==> config.mk <==
export PLATFORM = sky130hd
export DESIGN_NAME = ahb_bridge_arbiter
export DESIGN_NICKNAME = d
export VERILOG_FILES = /design/src/rtl/ahb_bridge_arbiter.sv
export SDC_FILE = /design/constraint.sdc
export NUM_CORES = 1
export LEC_CHECK = 0
export BUFFER_PORTS_ARGS = -buffer_cell sky130_fd_sc_hd__buf_2
export CAP_MARGIN = 15
export CORE_AREA = 5 5 79 81
export DETAILED_ROUTE_END_ITERATION = 10
export DIE_AREA = 0 0 84 86
export GPL_TIMING_DRIVEN = 0
export PLACE_DENSITY_LB_ADDON = 0.12
export SLEW_MARGIN = 15
export SYNTH_ARGS = -nofsm -noshare
export SYNTH_HDL_FRONTEND = slang
export SYNTH_SLANG_ARGS = --single-unit
==> constraint.sdc <==
create_clock -name Hclk -period 3.4 [get_ports Hclk]
set_input_delay 0.34 -clock Hclk [delete_from_list [all_inputs] [get_ports Hclk]]
set_output_delay 0.34 -clock Hclk [all_outputs]
set_load 0.01 [all_outputs]
==> src/rtl/ahb_bridge_arbiter.sv <==
// Round-robin arbiter sharing the AHB-APB bridge slave port among NUM_M masters.
// Ownership changes only at transfer boundaries; MAX_HOLD bounds how long one owner may stay.
module ahb_bridge_arbiter #(
  parameter int unsigned NUM_M    = 2,
  parameter int unsigned MAX_HOLD = 8
) (
  input  logic                  Hclk,
  input  logic                  Hresetn,
  input  logic [NUM_M-1:0]      Hbusreq,
  input  logic [2*NUM_M-1:0]    m_Htrans,
  input  logic [32*NUM_M-1:0]   m_Haddr,
  input  logic [NUM_M-1:0]      m_Hwrite,
  input  logic [32*NUM_M-1:0]   m_Hwdata,
  output logic [NUM_M-1:0]      Hgrant,
  output logic [1:0]            Hmaster,
  output logic [1:0]            Htrans,
  output logic [31:0]           Haddr,
  output logic                  Hwrite,
  output logic [31:0]           Hwdata,
  output logic                  Hreadyin,
  input  logic                  Hreadyout
);

  localparam int unsigned HW = $clog2(MAX_HOLD + 1);
  localparam logic [1:0] TR_BUSY = 2'b01;
  localparam logic [1:0] TR_SEQ  = 2'b11;

  typedef enum logic {ARB_IDLE, ARB_OWN} state_t;

  state_t            state, nxt_state;
  logic [NUM_M-1:0]  nxt_grant, search_mask, win_oh;
  logic [1:0]        dmaster, rr_ptr, nxt_master, nxt_dmaster, nxt_rr;
  logic [1:0]        own_next, search_start, win_idx;
  logic [HW-1:0]     hold_cnt, nxt_hold, hold_inc;
  logic [1:0]        own_trans;
  logic [31:0]       own_addr;
  logic              own_write, own_req, win_found, boundary, release_bus;

  always_comb begin
    own_trans = '0;
    own_addr  = '0;
    own_write = 1'b0;
    own_req   = 1'b0;
    Hwdata    = '0;
    for (int unsigned i = 0; i < NUM_M; i++) begin
      if (Hmaster == 2'(i)) begin
        own_trans = m_Htrans[2*i +: 2];
        own_addr  = m_Haddr[32*i +: 32];
        own_write = m_Hwrite[i];
        own_req   = Hbusreq[i];
      end
      if (dmaster == 2'(i)) Hwdata = m_Hwdata[32*i +: 32];
    end
  end

  assign Htrans   = (state == ARB_OWN) ? own_trans : '0;
  assign Haddr    = (state == ARB_OWN) ? own_addr  : '0;
  assign Hwrite   = (state == ARB_OWN) ? own_write : 1'b0;
  assign Hreadyin = Hreadyout;

  assign own_next = (32'(Hmaster) == NUM_M - 1) ? '0 : Hmaster + 2'd1;

  // Rotating priority: lowest requester at or above the start index, else lowest below it.
  always_comb begin
    search_start = (state == ARB_OWN) ? own_next : rr_ptr;
    search_mask  = (state == ARB_OWN) ? (Hbusreq & ~Hgrant) : Hbusreq;
    win_found    = 1'b0;
    win_idx      = '0;
    for (int unsigned i = 0; i < NUM_M; i++) begin
      if (!win_found && search_mask[i] && (i >= 32'(search_start))) begin
        win_found = 1'b1;
        win_idx   = 2'(i);
      end
    end
    for (int unsigned i = 0; i < NUM_M; i++) begin
      if (!win_found && search_mask[i]) begin
        win_found = 1'b1;
        win_idx   = 2'(i);
      end
    end
    win_oh = '0;
    for (int unsigned i = 0; i < NUM_M; i++) begin
      win_oh[i] = win_found && (win_idx == 2'(i));
    end
  end

  // The hold limit counts the transfer accepted on this very edge.
  assign hold_inc    = (own_trans[1] && (hold_cnt < HW'(MAX_HOLD))) ? hold_cnt + HW'(1) : hold_cnt;
  assign boundary    = Hreadyout && (own_trans != TR_SEQ) && (own_trans != TR_BUSY);
  assign release_bus = boundary && (!own_req || ((hold_inc >= HW'(MAX_HOLD)) && win_found));

  always_comb begin
    nxt_state   = state;
    nxt_grant   = Hgrant;
    nxt_master  = Hmaster;
    nxt_rr      = rr_ptr;
    nxt_hold    = hold_cnt;
    nxt_dmaster = Hreadyout ? Hmaster : dmaster;
    case (state)
      ARB_IDLE: begin
        if (win_found) begin
          nxt_state  = ARB_OWN;
          nxt_grant  = win_oh;
          nxt_master = win_idx;
          nxt_hold   = '0;
        end
      end
      ARB_OWN: begin
        if (Hreadyout) begin
          nxt_hold = hold_inc;
          if (release_bus) begin
            nxt_rr   = own_next;
            nxt_hold = '0;
            if (win_found) begin
              nxt_grant  = win_oh;
              nxt_master = win_idx;
            end else begin
              nxt_grant = '0;
              nxt_state = ARB_IDLE;
            end
          end
        end
      end
      default: nxt_state = ARB_IDLE;
    endcase
  end

  always_ff @(posedge Hclk or negedge Hresetn) begin
    if (!Hresetn) begin
      state    <= ARB_IDLE;
      Hgrant   <= '0;
      Hmaster  <= '0;
      dmaster  <= '0;
      rr_ptr   <= '0;
      hold_cnt <= '0;
    end else begin
      state    <= nxt_state;
      Hgrant   <= nxt_grant;
      Hmaster  <= nxt_master;
      dmaster  <= nxt_dmaster;
      rr_ptr   <= nxt_rr;
      hold_cnt <= nxt_hold;
    end
  end

endmodule

; ---- Yosys cells after proc, flatten, opt, wreduce, memory -nomap -nowiden
; Cells that the tools add are included.
[word_totals]
register_bits = 13
input_bits = 139
out_inout_bits = 72
[op_classes]
bitwise = 3
n_eq_ne = 8
n_mux = 41
n_reduce_logical = 24
add_sub_neg = 2
n_lt_le_gt_ge = 4
[ops]
columns = operator, count
row1 = $mux 32, 5
row2 = $mux 2, 15
row3 = $mux 4, 4
row4 = $mux 1, 13
row5 = $logic_and 1x1->1, 12
row6 = $pmux 2 s2, 2
row7 = $pmux 4 s2, 1
row8 = $eq 2x1->1 const B, 3
row9 = $logic_not 2->1, 3
row10 = $ne 2x2->1 const B, 3
row11 = $reduce_and 3->1, 2
row12 = $add 4x1->4 const B, 1
row13 = $ge 1x2->1 const A, 2
row14 = $ge 4x4->1 const B, 1
row15 = $logic_not 1->1, 4
row16 = $lt 4x4->1 const B, 1
row17 = $ne 2x1->1 const B, 2
row18 = $reduce_and 2->1, 2
row19 = $add 2x1->2 const B, 1
row20 = $and 2x2->2, 1
row21 = $not 2->2, 1
row22 = $pmux 1 s2, 1
row23 = $logic_or 1x1->1, 1
row24 = $not 1->1, 1

; ---- Logic depth before layout (Yosys ltp)
[logic_depth]
word_depth = 22
ltp_mapped = 5

; ---- Least setup slack after synthesis
; Ideal clock, no wire load.
[synth_timing]
path_type = register -> output
startpoint = register Hmaster[0]
endpoint = output Haddr[10]
path_stages_with_launch = 6
path_buffers = 3
slack_ns = 1.734
arrival_time_ns = 1.326
path_cell_list = dfrtp_1 buf_6 buf_2 buf_2 mux2i_1 nor2b_1
[synth_between]
elab_chain_cells = 4
word_cells_on_any_way = 5
cone_classes = eq/ne: 1 / mux: 3 / reduce/logical: 1
[synth_rtl]
columns = element, line_no
row1 = from (decl), 15  ; output logic [1:0] Hmaster,
row2 = from (signal assigned), 139  ; Hmaster <= nxt_master;
row3 = $logic_not 2->1, 46  ; if (Hmaster == 2'(i)) begin
row4 = $mux 32, 46
row5 = $mux 32 *, 46
row6 = $mux 32 *, 57  ; assign Haddr = (state == ARB_OWN) ? own_addr : '0;
row7 = to (decl), 17  ; output logic [31:0] Haddr,
; Every way passes the cells marked *; elsewhere a longest branch is shown, timed or not.

; ---- Worst setup path after layout
[layout_timing]
startpoint = register state
endpoint = output Haddr[18]
[layout_between]
elab_chain_cells = 1
[layout_rtl]
columns = element, line_no
row1 = from (decl), 30  ; state_t state, nxt_state;
row2 = from (signal assigned), 137  ; state <= nxt_state;
row3 = $mux 32, 57
; Every way passes these cells.

==> metrics.md <==
| Metric | Value |
|---|---|
| Number of synthesized flops with an enable pin | 0 |
| First-pass DRT Iterations | 4 |
| Vias | roughly 2,100 |
| Synth cell types | 36 |
| CTS max path bufs | 2 |
| Yosys top cell area share | 23.4% |
| Cts repair resizes | 0 |
| Worst min path class | input port to register |
| Register Area | 250 um2 |
| Crit. End Element | output port |
| Total track usage | approximately 18% |
| Cell count after synthesis | approximately 180 |
| DRC | 0 |
| Final Cycle Share | 62.7% |
| Largest net degree at the start of global routing | 11 |
| Die height | around 86 um |
| Global route overflow | 0 |
| WP data arrival | 1.79 ns |
| Die Wd | approximately 84 um |
| I/O Buffers | 209 |
| Final-report max-slew violation count | 0 |
| Hold Vio Cnt, Final | 0 |
| RR Startpoint | Hmaster[0]$_DFFE_PN0P_ |
| Max H-tree Level | 1 |
| Worst slew pin tran | ~0.66 ns |
| R2R Setup Slk | 1.67 ns |
| Via density per instance | 4.53 |
| Synth area leaders | mux2_2 (23%), mux2i_1 (21%), dfrtp_1 (15%), nor2b_1 (14%), clkbuf_1 (1.8%) |
| Hold Path Sink | dmaster[0]$_DFFE_PN0P_ |
| Total core area | between 5000 and 6000 um2 |
| Fillers | about 540 |
| Power, Total | about 1.8 mW |
| Share of cells above drive strength 1 | about 66% |
| Num ports | roughly 210 |
| Post-synth top flop | dfrtp_1 |
| Final hold slack | about 0.46 ns |
| Worst Path Max Fanout | 10 |
| Worst EP required | between 3 and 4 ns |
| WS Path Type | register to output port |
| Seq/Total Area, Yosys | 15.3% |
| Core Util, Final | 52.5% |
| Clock transition at the registers of the reported paths | 0.05 ns |
| CP max stage cell | dfrtp_1 |
| MaxCap Viol Count | 0 |
| Root Driver | clkbuf_8 |
| RSZ-0062 raised after global routing | no |
| YS warnings | 0 |
| Multi-input logic area | between 1000 and 1500 um2 |
| Final Critical Period | about 2.1 ns |
| Die area | 7220 um2 |
| Area grow syn2layout | 73.5% |
| Postcts setup bufs | 0 |
| WL/cell | about 15 um |
| Nets | about 530 |
| Clock Latency Late Sink | 0.24 ns |
| CTS Buf Count | 3 |
| Largest area contributor in the netlist | mux2_2 |
| First-pass GRT wire length | 10.6 mm |
| Hold-critical path depth | 2 |
| Clock Skew | approximately 0.0024 ns |
| Hold_sp | Hreadyout |
| Async set-or-reset flop fraction in the synthesized netlist | 100% |
| Worst r2r dst | Hgrant[1]$_DFFE_PN0P_ |
| Number of diodes | 0 |
| Placed cell count | 460 |
| Slew headroom | a little under three fifths |
| CTS sink count | 10 |
| Number of synthesized register bits | 10 |
| Syn Area/Cell | between 9 and 10 um2 |
| Final GP Congestion | ~0.82 |
| Initial antenna violation count | 0 |
| Count of final setup violators | 0 |
| Post-Layout Cell Count | 465 |
| CP cell instances | buf_2, clkbuf_1, clkbuf_1, nor2b_1, buf_2 |
| Fmax | roughly 470 MHz |
| Mapped cell area | approximately 1600 um2 |
| Max rail drop VDD | roughly 0.29 mV |
| Final WL | between 6 and 7 mm |
| CP max stage delay | between 0.3 and 0.4 ns |
| DP HPWL | roughly 6.1 mm |
| Post-Syn Nets | 319 |
| Cts hold-fix bufs | 1 |
| Cell depth of the worst flop-to-flop path | 5 |
| Initial drt markers | 52 |
| TritonCTS clock tree | yes |
| Outcome | complete, no violations |
| Startpoint types | register |
| Pleak | around 1.5 nW |
| Setup TNS | 0 ns |
| Rows | 27 |
| Power Density | roughly 620 nW/um2 |
| Initial core utilization | a little under a third |
| Antenna-violating nets left | 0 |
| Number of global-route vias before repair | between 2,000 and 2,500 |
[per-stage QoR]
step / worst slack (ns) / cell area (um2)
after detailed placement: 1.51 / 2770
final: 1.27 / 2840
after floorplan: 1.73 / 1640
after global routing: 1.09 / 2840
after global placement: 1.52 / 2770
after CTS: 1.25 / 2840
[per-layer routing]
| layer | up-vias | track usage [%] | wire length [um] | part of all wire [%] |
|---|---|---|---|---|
| li1 | 1063 | - | - | - |
| met1 | 931 | 20.4 | 2600 | 38 |
| met2 | 106 | 32.6 | 3570 | 52 |
| met3 | 5 | 5.19 | 686 | 9.9 |
| met4 | 0 | 3.51 | 50 | 0.72 |
| met5 | - | 0 | 0 | 0 |
[sequential cells by signal, summed over array words and instances, names as in the netlist]
name	count
dmaster	1
hold_cnt	4
rr_ptr	1
state	1
Hmaster	1
Hgrant	2
[critical path: cells and delay by family (launching register included)]
family,cells,cell delay [ns]
buf+inv,4,1.00
flops,1,0.36
simple gates,1,0.19
[power breakdown]
group          internal (mW)  leakage [nW]  switching (mW)
Combinational          0.694          1.39           0.702
Clock                  0.102        0.0288          0.0504
Sequential             0.168         0.122          0.0355
Total                  0.963          1.54           0.788
[logic make-up after synthesis]
kind of cell	share of synthesized area, %
multiplexers	46.5
AND/OR/NAND/NOR	17.8
AO/OA/AOI/OAI	12.2
buffers and inverters	6.12
flip-flops	15.3
XOR/XNOR	1.07
adder cells (fa/ha/maj)	0.765
other	0.229
[Yosys cell counts, types with 2 or more instances]
cell,instances
buf_4,2
dfrtp_1,10
nor2_1,5
o21ai_0,3
nand2_1,5
nand3_1,3
mux2i_2,2
nor2b_1,36
xnor2_1,2
inv_1,5
a31oi_1,2
mux2_2,34
clkbuf_1,8
a211oi_1,2
buf_2,5
mux2i_1,35
[placed cells by master, fill, tap and decap left out, types with 2 or more instances in the layout]
master and count:
buf_4 2, a211oi_1 2, o21ai_0 3, nand3_1 3, buf_2 214, a31oi_1 2, clkbuf_1 8, nor2b_1 36
mux2i_2 2, xnor2_1 2, nand2_1 5, mux2i_1 35, nor2_1 5, mux2_2 34, clkbuf_8 4, dfrtp_1 10
inv_1 5
[how the worst max path moves through the flow]
stage	from	endpoint	slack [ns]	cells after the start
after floorplan	Hmaster[0]$_DFFE_PN0P_	Haddr[10]	1.73	5
after global placement	dmaster[0]$_DFFE_PN0P_	Hwdata[30]	1.52	4
after detailed placement	dmaster[0]$_DFFE_PN0P_	Hwdata[30]	1.51	4
after CTS	dmaster[0]$_DFFE_PN0P_	Hwdata[30]	1.25	4
after global routing	state$_DFF_PN0_	Haddr[6]	1.09	5
final	state$_DFF_PN0_	Haddr[18]	1.27	5
[cell type report]
class | count | area share [%]
Timing Repair Buffer | 210 | 37.2
Sequential cell | 10 | 8.82
Tap cell | 72 | 3.18
Buffer | 16 | 2.87
Clock buffer | 4 | 1.94
Multi-Input combinational cell | 148 | 45.3
Inverter | 5 | 0.662
(Power assumes the default switching activity.)
